File: config.mk
export PLATFORM = sky130hd
export DESIGN_NAME = vector_regfile_flat
export DESIGN_NICKNAME = d
export VERILOG_FILES = /design/src/rtl/vector_pkg.sv /design/src/rtl/vector_regfile_if.sv /design/src/rtl/vreg_bypass_mux.sv /design/src/rtl/vector_regfile.sv /design/src/flat_wrapper.sv
export SDC_FILE = /design/constraint.sdc
export NUM_CORES = 2
export LEC_CHECK = 0
export ABC_AREA = 0
export ABC_CLOCK_PERIOD_IN_PS = 2200
export CORE_AREA = 2 2 472 474
export DETAILED_ROUTE_END_ITERATION = 6
export DIE_AREA = 0 0 474 476
export PLACE_DENSITY = 0.76
export RECOVER_POWER = 100
export SLEW_MARGIN = 25
export SYNTH_ARGS = -nofsm -noshare
export SYNTH_HDL_FRONTEND = slang
export SYNTH_SLANG_ARGS = --single-unit
export TNS_END_PERCENT = 20
File: constraint.sdc
create_clock -name clk -period 2.2 [get_ports clk]
set_clock_uncertainty 0.05 [all_clocks]
set_input_delay 0.22 -clock clk [delete_from_list [all_inputs] [get_ports clk]]
set_output_delay 0.22 -clock clk [all_outputs]
set_load 0.02 [all_outputs]
File: src/rtl/vector_pkg.sv
// Shared vector-unit types and sizes.
// The vector register file, the decoder and the vector ALU all import this package.
package vector_pkg;

  localparam int VLEN   = 128;
  localparam int VREGS  = 16;
  localparam int VRAW   = 4;
  localparam int VWORDS = VLEN / 32;

  typedef logic [VLEN-1:0] vreg_t;
  typedef logic [VRAW-1:0] vaddr_t;
  typedef logic [VWORDS-1:0] vmask_t;

  typedef enum logic [3:0] {
    VALU_ADD  = 4'd0,
    VALU_SUB  = 4'd1,
    VALU_AND  = 4'd2,
    VALU_OR   = 4'd3,
    VALU_XOR  = 4'd4,
    VALU_SLL  = 4'd5,
    VALU_SRL  = 4'd6,
    VALU_ROT  = 4'd7,
    VALU_AESE = 4'd8,
    VALU_AESD = 4'd9,
    VALU_MOV  = 4'd10
  } valu_op_t;

  // Word i of a vector covers bits [32i+31:32i].
  function automatic logic [31:0] vword(input vreg_t v, input int unsigned i);
    return v[32*i +: 32];
  endfunction

endpackage

File: src/rtl/vector_regfile_if.sv
// Read/write port bundle between the vector pipeline and the vector register file.
// The master (pipeline) drives addresses and write data; the slave (register file) returns read data.
interface vector_regfile_if #(
  parameter int WIDTH = 128,
  parameter int AW    = 4
);
  logic [AW-1:0]       ra1;
  logic [AW-1:0]       ra2;
  logic [WIDTH-1:0]    rd1;
  logic [WIDTH-1:0]    rd2;
  logic                we;
  logic [AW-1:0]       wa;
  logic [WIDTH/32-1:0] wmask;
  logic [WIDTH-1:0]    wd;
  logic                wr_busy;

  modport master (
    output ra1, ra2, we, wa, wmask, wd,
    input  rd1, rd2, wr_busy
  );

  modport slave (
    input  ra1, ra2, we, wa, wmask, wd,
    output rd1, rd2, wr_busy
  );
endinterface

File: src/rtl/vreg_bypass_mux.sv
// One read port: merges stored register data with same-cycle write data, word by word.
// Address 0 and reset both force the port to zero.
module vreg_bypass_mux #(
  parameter int WIDTH = 128,
  parameter int AW    = 4
) (
  input  logic                rst_n,
  input  logic [AW-1:0]       raddr,
  input  logic                we,
  input  logic [AW-1:0]       waddr,
  input  logic [WIDTH/32-1:0] wmask,
  input  logic [WIDTH-1:0]    wdata,
  input  logic [WIDTH-1:0]    stored,
  output logic [WIDTH-1:0]    rdata
);

  localparam int NW = WIDTH / 32;

  logic hit;

  always_comb begin
    // A write presented during reset never reaches the read ports.
    hit   = rst_n && we && (waddr == raddr) && (raddr != '0);
    rdata = '0;
    if (rst_n && (raddr != '0)) begin
      for (int i = 0; i < NW; i++) begin
        rdata[32*i +: 32] = (hit && wmask[i]) ? wdata[32*i +: 32] : stored[32*i +: 32];
      end
    end
  end

endmodule

File: src/rtl/vector_regfile.sv
// Vector register file: 2 combinational read ports with write-through bypass,
// 1 synchronous word-masked write port, v0 hardwired to zero.
module vector_regfile
  import vector_pkg::*;
#(
  parameter int WIDTH = VLEN,
  parameter int NREGS = VREGS,
  parameter int AW    = VRAW
) (
  input logic             clk,
  input logic             rst_n,
  vector_regfile_if.slave bus
);

  localparam int NW = WIDTH / 32;

  logic [WIDTH-1:0] regs_q [NREGS];
  logic [WIDTH-1:0] regs_d [NREGS];
  logic             wr_busy_q;
  logic             wr_busy_d;
  logic             wr_valid;
  logic [WIDTH-1:0] stored1;
  logic [WIDTH-1:0] stored2;

  always_comb begin
    // An all-zero mask or a write to v0 changes nothing and must not stall the pipe.
    wr_valid  = bus.we && (bus.wa != '0) && (|bus.wmask);
    wr_busy_d = wr_valid;
    regs_d    = regs_q;
    if (wr_valid) begin
      for (int i = 0; i < NW; i++) begin
        if (bus.wmask[i]) begin
          regs_d[bus.wa][32*i +: 32] = bus.wd[32*i +: 32];
        end
      end
    end
  end

  always_ff @(posedge clk or negedge rst_n) begin
    if (!rst_n) begin
      for (int r = 0; r < NREGS; r++) begin
        regs_q[r] <= '0;
      end
      wr_busy_q <= 1'b0;
    end else begin
      regs_q    <= regs_d;
      wr_busy_q <= wr_busy_d;
    end
  end

  assign stored1     = regs_q[bus.ra1];
  assign stored2     = regs_q[bus.ra2];
  assign bus.wr_busy = wr_busy_q;

  vreg_bypass_mux #(
    .WIDTH (WIDTH),
    .AW    (AW)
  ) u_byp1 (
    .rst_n  (rst_n),
    .raddr  (bus.ra1),
    .we     (bus.we),
    .waddr  (bus.wa),
    .wmask  (bus.wmask),
    .wdata  (bus.wd),
    .stored (stored1),
    .rdata  (bus.rd1)
  );

  vreg_bypass_mux #(
    .WIDTH (WIDTH),
    .AW    (AW)
  ) u_byp2 (
    .rst_n  (rst_n),
    .raddr  (bus.ra2),
    .we     (bus.we),
    .waddr  (bus.wa),
    .wmask  (bus.wmask),
    .wdata  (bus.wd),
    .stored (stored2),
    .rdata  (bus.rd2)
  );

endmodule

File: src/flat_wrapper.sv
// flat-port wrapper written by rule: the top's interface ports become plain ports
module vector_regfile_flat import vector_pkg::*;
#(
  parameter int WIDTH = VLEN,
  parameter int NREGS = VREGS,
  parameter int AW    = VRAW
)
  (clk, rst_n, bus_ra1, bus_ra2, bus_we, bus_wa, bus_wmask, bus_wd, bus_rd1, bus_rd2, bus_wr_busy);
  vector_regfile_if #(.WIDTH(WIDTH), .AW(AW)) bus_i ();
  input logic clk;
  input logic rst_n;
  input wire logic [$bits(bus_i.ra1)-1:0] bus_ra1;
  input wire logic [$bits(bus_i.ra2)-1:0] bus_ra2;
  input wire logic [$bits(bus_i.we)-1:0] bus_we;
  input wire logic [$bits(bus_i.wa)-1:0] bus_wa;
  input wire logic [$bits(bus_i.wmask)-1:0] bus_wmask;
  input wire logic [$bits(bus_i.wd)-1:0] bus_wd;
  output wire logic [$bits(bus_i.rd1)-1:0] bus_rd1;
  output wire logic [$bits(bus_i.rd2)-1:0] bus_rd2;
  output wire logic [$bits(bus_i.wr_busy)-1:0] bus_wr_busy;
  assign bus_i.ra1 = bus_ra1;
  assign bus_i.ra2 = bus_ra2;
  assign bus_i.we = bus_we;
  assign bus_i.wa = bus_wa;
  assign bus_i.wmask = bus_wmask;
  assign bus_i.wd = bus_wd;
  assign bus_rd1 = bus_i.rd1;
  assign bus_rd2 = bus_i.rd2;
  assign bus_wr_busy = bus_i.wr_busy;
  vector_regfile #(.WIDTH(WIDTH), .NREGS(NREGS), .AW(AW)) u_core (.clk(clk), .rst_n(rst_n), .bus(bus_i));
endmodule
==> results_dict.tcl <==
set metrics [dict create \
    routed_wl_um 326000 \
    cp-end-kind "output pin" \
    p_per_area_mw_per_mm2 862 \
    numCtsBuffers 215 \
    cts_tree "yes" \
    fmax_mhz 339 \
    holdWs_ns 0.0932 \
    grt_setup_unrepaired "true" \
    cp_max_fo 2 \
    setup_violations 1865 \
    setup_slack_ns -0.750 \
    grt_pass1_vias 76100 \
    cts_buffer_depth 3 \
    die_area_sq_mm 0.226 \
    drt.antenna.violating_nets 0 \
    slew_headroom_pct 5.21 \
    postSynthAreaPerCell_sq_um 15.7 \
    grt_overflow 0 \
    async_flop_share_pct 100 \
    io_buffers 403 \
    status "finished, violations left" \
    syn_inst 6996 \
    detail_route.wl_per_cell_um 30.2 \
    grt_max_degree 189 \
    cts_root_buf "clkbuf_16" \
    synth_ff_type "dfrtp_1" \
    die_w_um 474 \
    die_y_um 476 \
    area_growth_pct 20.4 \
    yosysWarnings 0 \
    required_ns 1.93 \
    io_pins 404 \
    antenna_found_initial 14 \
    critPathArrivalTime_ns 2.68 \
    drive_gt1_share_pct 46.9 \
    peakVddDrop_mv 0.737 \
    dr.first_iter.drc_count 5836 \
    cts_max_level 4 \
    finalHoldViolations 0 \
    p_leak_nw 58.7 \
    maxSlewViolCount 0 \
    synth_fp_nets 7143 \
    hold_class "primary input to flop" \
    final_cells 10800 \
    synth_cell_types 39 \
    synth_edf_count 0 \
    fin_nets 7811 \
    vias 70500 \
    synth_area_sq_mm 0.110 \
    grt.total_usage_pct 29.0 \
    post-place-ws_ns -1.30 \
    clock_sinks 2049 \
    placement_rows 173 \
    floorplan.initialDensity_pct 49.6 \
    tightest_slew_ns 1.42 \
    vias_per_cell 6.52 \
    criticalPathCategory "flop to output pin" \
    clk_latency_ns 0.87 \
    synth-seq-cells 2049 \
    dp_cells 10400 \
    clkTransAtPathRegs_ns 0.06 \
    final.setup.tns_ns -380.36 \
    violations "negative setup slack" \
    power_mw 114 \
    fin_crit_sh_pct 134 \
    dr.pass1.iters 5 \
    dp_hpwl_um 215000 \
    cp-start-kind "flop" \
    grt_pass1_wl_um 489000 \
    cap_violations 0 \
    synth.yosys.seq_area_share_pct 46.8 \
    gp_congestion 0.844 \
    r2r_setup_slack_ns 1.09 \
    core_region_area_sq_mm 0.221 \
    drc 0 \
    period_minus_slack_ns 2.95 \
]
cell type report:
class	count	area (sq um)
Antenna cell	5	12.5
Clock buffer	310	6380
Clock inverter	77	1240
Fill cell	16200	89100
Inverter	1	3.75
Multi-Input combinational cell	4098	55400
Sequential cell	2049	51300
Tap cell	2975	3720
Timing Repair Buffer	1299	13800
critical path, stage by stage, from the launching register on:
cell     delay [ns]
dfrtp_1        0.38
buf_4          0.14
mux4_2         0.46
mux2i_2        0.20
o21ai_1        0.09
buf_4          0.19
a22o_4         0.22
buf_6          0.13
stage by stage:
step | area (sq um) | utilization, %
floorplan | 110000 | -
global placement | 124000 | 56.0
detailed placement | 124000 | 56.0
CTS | 132000 | 59.7
global route | 132000 | 59.7
finish | 132000 | 59.7
metal layers:
layer	vias to the layer above	routed length (um)	GRT usage [%]
met3	731	20900	4.56
met5	-	23	0
li1	28700	-	-
met4	4	15100	13.5
met2	2880	160000	47.2
met1	38200	130000	38.3
logic make-up after synthesis:
family / count (synthesis) / share of synthesized area [%]
simple gates: 113 / 0.801
flops: 2049 / 46.8
xor+xnor: 6 / 0.0480
mux: 3198 / 43.1
compound gates: 781 / 5.06
buf+inv: 849 / 4.18
placed cells by master (no fill, tap or decap), drive strengths merged, types with 4 or more instances in the layout:
cell	n
a22o	256
a22oi	254
a31oi	8
and2	6
and3	8
buf	1088
bufinv	21
clkbuf	363
clkdlybuf4s15	5
clkdlybuf4s50	134
clkinv	46
clkinvlp	5
dfrtp	2049
diode	5
dlygate4sd2	15
inv	6
mux2	1920
mux2i	254
mux4	1024
nand2	67
nand2b	4
nor2	10
nor3	10
o21ai	256
xor2	6
flip-flops by register name, indices dropped and copies added, names as in the netlist:
name / flops
u_core.bus.wr_busy: 1
u_core.regs_q: 2048
path summary, 6_finish.rpt:
check | end | startpoint | cells after the start
min reg2reg | u_core.regs_q[2029] | u_core.regs_q[2029] | 0
max reg2reg | u_core.regs_q[1146] | u_core.regs_q[1146] | 3
min | u_core.regs_q[843] | bus_wd[75] | 2
max in group asynchronous | u_core.regs_q[1833] | rst_n | 5
min in group asynchronous | u_core.regs_q[1532] | rst_n | 4
max | bus_rd1[70] | u_core.regs_q[966] | 7
where the power goes:
| part | total (mW) | internal (mW) | leakage, nW | switching (mW) |
|---|---|---|---|---|
| logic | 25.3 | 14.5 | 28.5 | 10.7 |
| registers | 49.7 | 44.6 | 26.5 | 5.10 |
| clock network | 38.7 | 22.7 | 3.74 | 16.1 |
synthesized netlist by cell type, drive strengths merged (4+ instances only):
library cell / n / area (sq um)
a22oi: 254 / 1910
o21ai: 256 / 1280
a31oi: 8 / 50.1
mux2i: 254 / 2540
buf: 408 / 2920
nor3: 10 / 77.6
nand2b: 4 / 27.5
and3: 8 / 50.1
dfrtp: 2049 / 51300
xor2: 6 / 52.6
nand2: 67 / 552
mux2: 1920 / 21600
a22o: 256 / 2240
clkbuf: 440 / 1650
mux4: 1024 / 23100
nor2: 10 / 67.6
and2: 6 / 37.5
what timing repair did:
item	in CTS	in global routing
setup endpoints to repair	385	385
pin swaps	141	190
resized for setup	964	710
hold endpoints to repair	174	0
setup buffers	7	9
hold buffers	2	0
No activity file was read; power rests on OpenSTA's default activity.
